==> config.mk <==
export PLATFORM = sky130hd
export DESIGN_NAME = trigger_capture
export DESIGN_NICKNAME = d
export VERILOG_FILES = /design/src/rtl/trig_pkg.sv /design/src/rtl/rise_detect.sv /design/src/rtl/trigger_capture.sv
export SDC_FILE = /design/constraint.sdc
export NUM_CORES = 1
export LEC_CHECK = 0
export BUFFER_PORTS_ARGS = -buffer_cell sky130_fd_sc_hd__clkbuf_2
export CAP_MARGIN = 10
export CORE_UTILIZATION = 45
export DETAILED_ROUTE_END_ITERATION = 12
export GPL_TIMING_DRIVEN = 0
export PLACE_DENSITY = 0.72
export SYNTH_ARGS = -nofsm -noshare
export SYNTH_HDL_FRONTEND = slang
export SYNTH_SLANG_ARGS = --single-unit
==> constraint.sdc <==
create_clock -name clk -period 2.1 [get_ports clk]
set_clock_uncertainty 0.05 [all_clocks]
set_input_delay 0.105 -clock clk [delete_from_list [all_inputs] [get_ports clk]]
set_output_delay 0.105 -clock clk [all_outputs]
set_load 0.02 [all_outputs]
==> src/rtl/trig_pkg.sv <==
// trig_pkg: shared types and defaults for the trigger capture block.
//   cap_state_t          - capture FSM states
//   CAP_CNT_W_DEFAULT    - default cycle counter width
//   CAP_TIMEOUT_DEFAULT  - default ARMED timeout in cycles
package trig_pkg;

  typedef enum logic [1:0] {
    ST_IDLE,
    ST_ARMED,
    ST_HOLD
  } cap_state_t;

  localparam int unsigned CAP_CNT_W_DEFAULT   = 8;
  localparam int unsigned CAP_TIMEOUT_DEFAULT = 200;

endpackage

==> src/rtl/rise_detect.sv <==
// rise_detect: registers a single-bit line and flags its rising edge.
//   clk  - clock
//   rst  - asynchronous active-high reset (q cleared to 0)
//   din  - line to watch
//   q    - din delayed by one cycle
//   rise - combinational din & ~q
module rise_detect (
  input  logic clk,
  input  logic rst,
  input  logic din,
  output logic q,
  output logic rise
);

  always_ff @(posedge clk or posedge rst) begin
    if (rst) q <= 1'b0;
    else     q <= din;
  end

  assign rise = din & ~q;

endmodule

==> src/rtl/trigger_capture.sv <==
// trigger_capture: arms on request, counts cycles until a rising edge on
// trigger (or TIMEOUT cycles), then presents the result on a valid/ready port.
//   clk         - clock
//   rst         - asynchronous active-high reset
//   arm         - start a measurement (IDLE, or HOLD together with out_ready)
//   trigger     - event line; only rising edges count
//   out_ready   - consumer accepts the result
//   busy        - high in ARMED or HOLD
//   trig_edge   - combinational: qualified rising edge while ARMED
//   out_valid   - result available (registered)
//   out_count   - latency in cycles from first ARMED cycle, or TIMEOUT
//   out_timeout - result is a timeout rather than an edge
module trigger_capture
  import trig_pkg::*;
#(
  parameter int unsigned CNT_W   = CAP_CNT_W_DEFAULT,
  parameter int unsigned TIMEOUT = CAP_TIMEOUT_DEFAULT
) (
  input  logic             clk,
  input  logic             rst,
  input  logic             arm,
  input  logic             trigger,
  input  logic             out_ready,
  output logic             busy,
  output logic             trig_edge,
  output logic             out_valid,
  output logic [CNT_W-1:0] out_count,
  output logic             out_timeout
);

  localparam logic [CNT_W-1:0] TO_VAL  = CNT_W'(TIMEOUT);
  localparam logic [CNT_W-1:0] CNT_ONE = CNT_W'(1);

  cap_state_t       state, state_d;
  logic [CNT_W-1:0] cnt, cnt_d;
  logic             valid_d, timeout_d;
  logic [CNT_W-1:0] count_d;
  logic             trig_q;
  logic             trig_rise;

  rise_detect u_rise (
    .clk  (clk),
    .rst  (rst),
    .din  (trigger),
    .q    (trig_q),
    .rise (trig_rise)
  );

  assign trig_edge = (state == ST_ARMED) & trig_rise;
  assign busy      = (state != ST_IDLE);

  always_comb begin
    state_d   = state;
    cnt_d     = cnt;
    valid_d   = out_valid;
    count_d   = out_count;
    timeout_d = out_timeout;
    case (state)
      ST_IDLE: begin
        cnt_d = '0;
        if (arm) state_d = ST_ARMED;
      end
      ST_ARMED: begin
        // Edge wins over a coincident timeout.
        if (trig_edge) begin
          state_d   = ST_HOLD;
          count_d   = cnt;
          timeout_d = 1'b0;
          valid_d   = 1'b1;
          cnt_d     = '0;
        end else if (cnt == TO_VAL) begin
          state_d   = ST_HOLD;
          count_d   = TO_VAL;
          timeout_d = 1'b1;
          valid_d   = 1'b1;
          cnt_d     = '0;
        end else begin
          cnt_d = cnt + CNT_ONE;
        end
      end
      ST_HOLD: begin
        if (out_ready) begin
          valid_d = 1'b0;
          cnt_d   = '0;
          state_d = arm ? ST_ARMED : ST_IDLE;
        end
      end
      default: begin
        state_d = ST_IDLE;
        cnt_d   = '0;
        valid_d = 1'b0;
      end
    endcase
  end

  always_ff @(posedge clk or posedge rst) begin
    if (rst) begin
      state       <= ST_IDLE;
      cnt         <= '0;
      out_valid   <= 1'b0;
      out_count   <= '0;
      out_timeout <= 1'b0;
    end else begin
      state       <= state_d;
      cnt         <= cnt_d;
      out_valid   <= valid_d;
      out_count   <= count_d;
      out_timeout <= timeout_d;
    end
  end

endmodule

### Yosys cells after proc, flatten, opt, wreduce, memory -nomap -nowiden

Cells that the tools add are included.

| word-level totals | value |
|---|---|
| bits in registers | 21 |
| bits in latches | 0 |
| bits in writable memories | 0 |
| memory bits (read-only) | 0 |
| output and inout bits | 12 |
| memories kept | 0 |

| operators by class | value |
|---|---|
| add/subtract/negate cells | 1 |
| $mul | 0 |
| div/mod/pow operators | 0 |
| magnitude comparators | 0 |
| eq/ne operators | 6 |
| shifts and indexed selects | 0 |
| muxes and demuxes | 17 |
| bitwise gates (word level) | 4 |
| reductions and logical operators | 6 |

Operators by type and width:

| kind | number |
|---|---|
| 2-to-1 mux 8 bit | 5 |
| case mux 8 bit (2 select lines) | 1 |
| adder 8 x 1 -> 8 bit (second input constant) | 1 |
| equality test 8 bit (second input constant) | 1 |
| 2-to-1 mux 2 bit | 4 |
| case mux 2 bit (3 select lines) | 1 |
| AND reduction 3 bit | 2 |
| 2-to-1 mux 1 bit | 5 |
| inequality test 2 bit (second input constant) | 2 |
| nonzero test 2 bit | 2 |
| inequality test 3 x 2 -> 1 bit (second input constant) | 1 |
| case mux 1 bit (3 select lines) | 1 |
| bitwise AND 1 bit | 2 |
| equality test 2 x 1 -> 1 bit (second input constant) | 1 |
| equality test 2 bit (second input constant) | 1 |
| zero test 2 bit | 1 |
| inverter 1 bit | 2 |
| AND reduction 2 bit | 1 |

### Logic depth before layout (Yosys ltp)

Gate-level depths: netlist of the first run.

| logic depth | value |
|---|---|
| depth in word-level cells | 5 |
| gate-level depth with buffers | 6 |

### Hierarchy

From an unflattened synthesis of the first run, not the netlist that was laid out.

| unflattened totals | value |
|---|---|
| cells, all modules | 84 |
| area, all modules | 979.7 µm² |

Modules (own cells, without submodules):

| module | instances | cells each | area an instance (µm²) | seq. area each (µm²) |
|---|---|---|---|---|
| trigger_capture | 1 | 81 | 937.1 | 500.5 |
| rise_detect | 1 | 3 | 42.5 | 25.0 |

### Worst setup path before layout of the first run

Ideal clock, no wire load.

| timing path | value |
|---|---|
| kind | reg2reg |
| start | register cnt[0] |
| end | register cnt[4] |
| data arrival time | 1,533 ps |
| data required time | 1,976 ps |
| path slack | 442 ps |
| cell stages (with the launch flop) | 7 |
| path buffers | 0 |
| clock period less this slack | 1,658 ps |
| cell sequence | dfrtp_1 > inv_1 > ha_1 > and4_1 > a211o_1 > or3_1 > o21ai_2 |

| between the ends | value |
|---|---|
| cells in the longest elaborated chain, start to end | 4 |
| elaborated cells between the ends (all ways) | 5 |
| classes of those cells | add/sub: 1; eq/ne: 1; mux: 3 |

Ends and longest elaborated chain:

| what | line | source |
|---|---|---|
| start, declared | trigger_capture.sv:35 | `logic [CNT_W-1:0] cnt, cnt_d;` |
| start signal, assigned | trigger_capture.sv:105 | `cnt <= cnt_d;` |
| adder 8 x 1 -> 8 bit or equality test 8 bit (tied branches) | trigger_capture.sv:78, trigger_capture.sv:71 |  |
| 2-to-1 mux 8 bit * | trigger_capture.sv:71 | `end else if (cnt == TO_VAL) begin` |
| 2-to-1 mux 8 bit * | trigger_capture.sv:65 | `if (trig_edge) begin` |
| case mux 8 bit (2 select lines) * | trigger_capture.sv:58 | `case (state)` |

Every way passes the cells marked *; elsewhere a longest branch is shown, timed or not.
A chain may end at the register's enable or synchronous reset.

### Worst setup path after layout of the first run

| timing path | value |
|---|---|
| start | register cnt[0] |
| end | register cnt[5] |

The elaborated chain is that of the path after synthesis.

==> results of run 1 <==
==> final cells by class <==
cell class / count / area, um^2 / share of cell area
clock buffers: 4 / 26.28 / 0.02308
multi-input cells: 61 / 412.9 / 0.3626
plain buffers: 1 / 3.754 / 0.003297
inverters: 7 / 26.28 / 0.02308
repair buffers: 19 / 110.1 / 0.09670
flip-flops and latches: 21 / 525.5 / 0.4615
well taps: 27 / 33.78 / 0.02967
==> flip-flops by register name, indices dropped and copies added (netlist names) <==
register and flops:
u_rise.q 1, out_timeout 1, state 2, cnt 8, out_valid 1, out_count 8
==> logic make-up after synthesis <==
| kind of cell | after synthesis | synth area share |
|---|---|---|
| adder cells (fa/ha/maj) | 2 | 0.02584 |
| AND/OR/NAND/NOR | 33 | 0.2003 |
| AO/OA/AOI/OAI | 26 | 0.2003 |
| buffers and inverters | 8 | 0.03100 |
| flip-flops | 21 | 0.5426 |
==> stage by stage <==
stage / std cells / utilization / setup WS (ps) / hold WS (ps) / power (uW)
detailed placement: 133 / 0.5406 / 214.2 / 184.7 / 1070
global route: 140 / 0.5688 / 27.78 / 151.5 / 1355
floorplan: 90 / - / 442.4 / 31.53 / 917.2
finish: 140 / 0.5688 / 175.8 / 92.17 / 1268
global placement: 133 / 0.5406 / 268.3 / 175.0 / 1053
CTS: 140 / 0.5688 / 191.8 / 89.33 / 1274
==> routing by layer <==
metal | vias to the layer above | wire [um] | GRT usage
met5 | - | 0 | 0
met4 | 0 | 44 | 0.08333
met3 | 7 | 89 | 0.05975
met2 | 18 | 890 | 0.3099
met1 | 383 | 957 | 0.2701
li1 | 369 | - | -
==> repair_timing <==
| item | in CTS | in global routing |
|---|---|---|
| endpoints found under the hold margin | 23 | 0 |
| hold buffers | 3 | 0 |
| buffers inserted | 0 | 0 |
| endpoints found under the setup margin | 0 | 0 |
==> Yosys cell counts, types with 2 or more instances <==
| master | number | share of area |
|---|---|---|
| nor2_1 | 3 | 0.012 |
| a31oi_1 | 2 | 0.013 |
| ha_1 | 2 | 0.026 |
| o22a_1 | 2 | 0.018 |
| or2_1 | 2 | 0.013 |
| nand2_1 | 7 | 0.027 |
| nand2b_1 | 4 | 0.026 |
| nand3_1 | 3 | 0.015 |
| dfrtp_1 | 21 | 0.54 |
| inv_1 | 6 | 0.023 |
| a22o_1 | 4 | 0.036 |
| a21oi_1 | 4 | 0.021 |
| o21ai_0 | 5 | 0.026 |
| or3_1 | 3 | 0.019 |
| o21ai_2 | 3 | 0.027 |
==> worst max-delay path: stages (launching register included) <==
cell and delay (ps):
dfrtp_1 470, inv_1 70, ha_1 200, and4_1 220, a211oi_2 480, a41oi_1 190, a31oi_1 170
==> worst paths after layout <==
check                                     to  slack, ps  cells after the start
worst min register to register  out_count[3]        460                      1
min in group asynchronous       out_count[5]        410                      3
worst min-delay path                  cnt[0]         90                      4
max in group asynchronous       out_count[3]       1100                      3
worst max-delay path                  cnt[5]        180                      6
worst max register to register        cnt[5]        180                      6
==> power groups by stage <==
stage	registers [uW]	clock network, uW	logic [uW]
global route	612	218	525
CTS	595	203	476
floorplan	653	0	264
finish	597	196	475
global placement	595	0	458
detailed placement	603	0	467
==> metrics, run 1 <==
async set-or-reset flop fraction in the synthesized netlist=1.000; total vias in the final route=777; clock power share=0.154; kind of critical path=register to register; Resized Gates After CTS=0; fmax=519.7 MHz; Worst-Skew Late Latency=300 ps; P&R area growth vs syn=17.57%; count of final hold-check violations=0; warnings from Yosys=0; total nets after synthesis=97; final non-filler cell area=1139 um^2; power share of the sequential group=0.471; switching power share of the total=0.3980; number of nets at the end of the flow=121; CTS Root Cell=clkbuf_4; Seq/Total Area, Yosys=0.5426; timing startpoint of the critical path=cnt[0]; number of clock sinks=21; DR vias/cell=5.550; Startpoint Class=register; CTS tree=yes; most frequent cells in the layout=dfrtp_1 (21), clkbuf_2 (16), nand2_1 (7); switching component of the power=504.5 uW; power density of the placed cells=1113 nW/um^2; TritonCTS buffer count=3; number of diodes=0; number of routed nets with antenna violations=0; count of maximum capacitance violations=0; number of I/O port buffers=16; number of enable flip-flop cells after synthesis=0; Total Routing Usage GR=0.2027; Final period util=0.9163; area enclosed by the die boundary=2342 um^2; clock-pin slew reported for the worst setup and hold paths after clock tree synthesis=110 ps; detail-routed net length per standard cell=14.15 um; number of antenna violations at the first check in global routing=0; total iterations of the first detailed-routing run=3; relative slew slack=0.4732; Residual DRC=0; Congestion Overflow GR=0; final HPWL from detailed placement=1383 um; via count of the first global-routing pass=746; global-route wire length before repair=3553 um; CTS H-tree lvls=1; total routed wirelength=1981 um; result of the run=finished clean; type of destination of the critical path=register; FF-to-FF Start=cnt[0]; cell area after placement=1082 um^2; Max Root-Sink Buffers=2; beginning of the worst hold path=out_ready; prevailing post-synth register cell=dfrtp_1; crit path time final=1924 ps; DR iter-0 viols=19; Int Pwr=763.1 uW; final setup violation count=0; type of the worst min-delay path=primary input to register; fraction of layout cells with a size suffix above 1=0.2655; crit-path max FO=8; height of the die=48.39 um; Post-Synthesis Cell Area=968.4 um^2; critical path data required time=2280 ps; Filler Cells Inserted=189; core region area=2002 um^2; die outline width=48.39 um; Cell variety after synth=34; num ports=17; measured slew at the worst slew-check pin=789.4 ps; mean area per synthesized cell=10.76 um^2; number of register bits inferred by synthesis=21; initial core utilization=0.4838; Sum Neg Setup Slack=0 ps; weighted congestion at the end of routability-driven global placement=0.7831; Logic pwr share=0.375; Leakage=0.0005504 uW; RSZ-0062 raised after global routing=no; most common library cell in the layout ignoring fill and taps=dfrtp_1; cell count after synthesis=90; data arrival at the endpoint of the critical path=2110 ps; maximum number of pins on one net before global-route repair=22; placement row count=16; pins over their slew limit=0; worst supply voltage drop on vdd=0.7096 mV
No activity file was read; power rests on OpenSTA's default activity.
==> run 2, diff against run 1 <==
Settings changed: ABC_AREA set to 1, CORE_ASPECT_RATIO set to 0.6, CTS_CLUSTER_SIZE set to 14, SYNTH_HIERARCHICAL set to 1.
==> run 2 against run 1 <==
Against the previous run: design area grew 7.4%; clock power grew 36%; via count grew 9.8%; die area grew 7.2%; non-clock buffer count is the same; fmax grew 4.4%; count of clock-buffer cells in the layout shrank 1; area after synthesis grew 7.2%; register-to-register slack gained 430 ps; utilization shrank 0.79 points.
==> metrics, run 2 <==
result of the run=finished clean; maximum number of pins on one net before global-route repair=21 (-4.5%); number of register bits inferred by synthesis=21 (unchanged); DR iter-0 viols=39 (+20); final setup violation count=0 (unchanged); CTS H-tree lvls=1 (unchanged); RSZ-0062 raised after global routing=no; clock-pin slew reported for the worst setup and hold paths after clock tree synthesis=80 ps (-30 ps); type of destination of the critical path=output pin; height of the die=39.21 um (-19%); crit path time final=1843 ps (-81.64 ps); crit path max-delay cell type=dlygate4sd3_1; prevailing post-synth register cell=dfrtp_1; total vias in the final route=853 (+9.8%); setup slack after placement=638.7 ps (+424.5 ps); max incr delay on CP=520 ps (+40 ps); warnings from Yosys=6 (+6); number of standard cells in the layout, taps in and fillers out=181 (+29%); total iterations of the first detailed-routing run=4 (+1); critical path data required time=1950 ps (-330 ps); Cell variety after synth=17 (-50%); TritonCTS buffer count=3 (unchanged); Congestion Overflow GR=0 (unchanged); Residual DRC=0 (unchanged); power density of the placed cells=1081 nW/um^2 (-2.9%); count of final hold-check violations=0 (unchanged); number of antenna violations at the first check in global routing=0 (unchanged); relative slew slack=0.4904 (+0.01729); weighted congestion at the end of routability-driven global placement=0.8010 (+2.3%); critical path's top delay family=buffers and inverters; Logic pwr share=0.367 (-0.008); async set-or-reset flop fraction in the synthesized netlist=1.000 (unchanged); mean area per synthesized cell=8.050 um^2 (-25%); total nets after synthesis=136 (+40%); pins over their slew limit=0 (unchanged); initial core utilization=0.4765 (-0.007286); final HPWL from detailed placement=1547 um (+12%); Worst-Skew Late Latency=260 ps (-40 ps); core region area=2180 um^2 (+8.9%); most common library cell in the layout ignoring fill and taps=nand2_1; Post-Synthesis Cell Area=1038 um^2 (+7.2%); die outline width=64.02 um (+32%); measured slew at the worst slew-check pin=763.5 ps (-25.91 ps); Startpoint Class=primary input; type of the worst min-delay path=primary input to register; cell breakdown of the critical path=dlygate4sd3_1 > clkbuf_2 > inv_1 > nor2_2 > inv_1 > nor2_1 > clkbuf_2; Int Pwr=796.0 uW (+4.3%); area fraction of the dominant cell type after synthesis=0.5060 (-0.03661); min setup slack post-route=257.5 ps (+81.64 ps); Post-CTS Repair Setup Buffers=0 (unchanged); Finished Core Util=0.5609 (-0.007900); total instance count after detailed placement=175 (+32%); Leakage=0.0007112 uW (+29%); total routed wirelength=2064 um (+4.2%); number of clock sinks=21 (unchanged); clock power share=0.202 (+0.048); switching power share of the total=0.3974 (-0.0005805); number of diodes=0 (unchanged); global-route wire length before repair=3346 um (-5.8%); final hold slack=53.37 ps (-38.80 ps); num ports=17 (unchanged); number of enable flip-flop cells after synthesis=0 (unchanged); top post-synthesis cells by count=nand2_1 (41), dfrtp_1 (21), inv_1 (18); most frequent cells in the layout=nand2_1 (41), dfrtp_1 (21), inv_1 (18); CTS Root Cell=clkbuf_8; data arrival at the endpoint of the critical path=1690 ps (-420 ps); crit-path max FO=7 (-1); via count of the first global-routing pass=739 (-0.94%); count of buffer and inverter cells on the critical path=5 (+4); area enclosed by the die boundary=2510 um^2 (+7.2%); worst supply voltage drop on vdd=0.3003 mV (-58%); cell count after synthesis=129 (+43%); cell with the most instances after synthesis=nand2_1; power share of the sequential group=0.431 (-0.040); number of nets at the end of the flow=159 (+31%); largest registers ranked by flip-flop count=cnt x8, out_count x8, state x2; count of maximum capacitance violations=0 (unchanged); most area-hungry cell type in the Yosys netlist=dfrtp_1; fraction of layout cells with a size suffix above 1=0.2583 (-0.007209); number of I/O port buffers=16 (unchanged); CTS tree=yes; Sum Neg Setup Slack=0 ps (unchanged); number of routed nets with antenna violations=0 (unchanged); Final period util=0.8774 (-0.03887); DR vias/cell=4.713 (-15%); switching component of the power=525.0 uW (+4.1%); P&R area growth vs syn=17.71%; Max Root-Sink Buffers=2 (unchanged); detail-routed net length per standard cell=11.40 um (-19%); kind of critical path=primary input to output pin; placement row count=13 (-3); Total Routing Usage GR=0.1927 (-0.01001); fmax=542.7 MHz (+4.4%); top cells by area in the synthesized netlist=dfrtp_1 (51%), nand2_1 (15%), inv_1 (6.5%); Seq/Total Area, Yosys=0.5060 (-0.03661)
run 2: cell types whose count changed after synthesis, moves of 4 or more:
cell      change
nand2b_1      -4
a22o_1        -4
nand2_1      +34
nor2_1       +12
nand2_2       +8
inv_1        +12
a21oi_1       -4
run 2: per-layer routing:
layer,track usage,wire length [um]
met5,0,0
met4,0.06818,12
met3,0.05294,138
met2,0.3324,944
met1,0.2377,968
run 2: final timing paths:
kind / slack, ps / start / end / cells past startpoint
setup / recovery: 260 / trigger / trig_edge / 7
hold / removal: 50 / arm / state[0] / 3
max in group asynchronous: 1050 / rst / out_count[6] / 3
min in group asynchronous: 160 / rst / u_rise/q / 3
hold reg to reg: 440 / out_count[7] / out_count[7] / 2
setup reg to reg: 610 / cnt[0] / out_count[2] / 10
run 2: tightest hold or removal path, delay by kind of cell:
family / cells / cell delay, ps
simple gates: 1 / 60
buf+inv: 1 / 90
compound gates: 1 / 70
run 2: power by group through the flow:
stage               combinational [uW]  clock [uW]  sequential (uW)
floorplan                          269           0              641
global placement                   470           0              568
detailed placement                 484           0              577
CTS                                488         272              569
global route                       536         288              579
finish                             484         267              570
run 2: repair_timing:
item / in CTS / in global routing
setup endpoints to repair: 0 / 0
hold endpoints to repair: 22 / 0
hold buffers: 2 / 0
gates resized for setup: 0 / 0
run 2: layout make-up:
cell class | count | area (um^2)
Timing Repair Buffer | 18 | 100.1
Tap cell | 30 | 37.54
Sequential cell | 21 | 525.5
Buffer | 2 | 22.52
Inverter | 20 | 75.07
Multi-Input combinational cell | 86 | 415.4
Clock inverter | 1 | 5.005
Clock buffer | 3 | 41.29
Fill cell | 212 | 957.2
run 2: metrics by stage:
step	total power, uW	cell area [um^2]
final	1321	1222
after floorplan	910.1	1039
after CTS	1329	1222
after detailed placement	1061	1156
after global routing	1403	1222
after global placement	1038	1156
run 2: kinds of logic (layout without fill, tap and decap cells):
| kind of cell | after synthesis | in the layout | share of synthesized area |
|---|---|---|---|
| AND/OR/NAND/NOR | 76 | 76 | 0.3241 |
| flip-flops | 21 | 21 | 0.5060 |
| AO/OA/AOI/OAI | 8 | 8 | 0.05182 |
| buffers and inverters | 22 | 44 | 0.09397 |
| adder cells (fa/ha/maj) | 2 | 2 | 0.02409 |
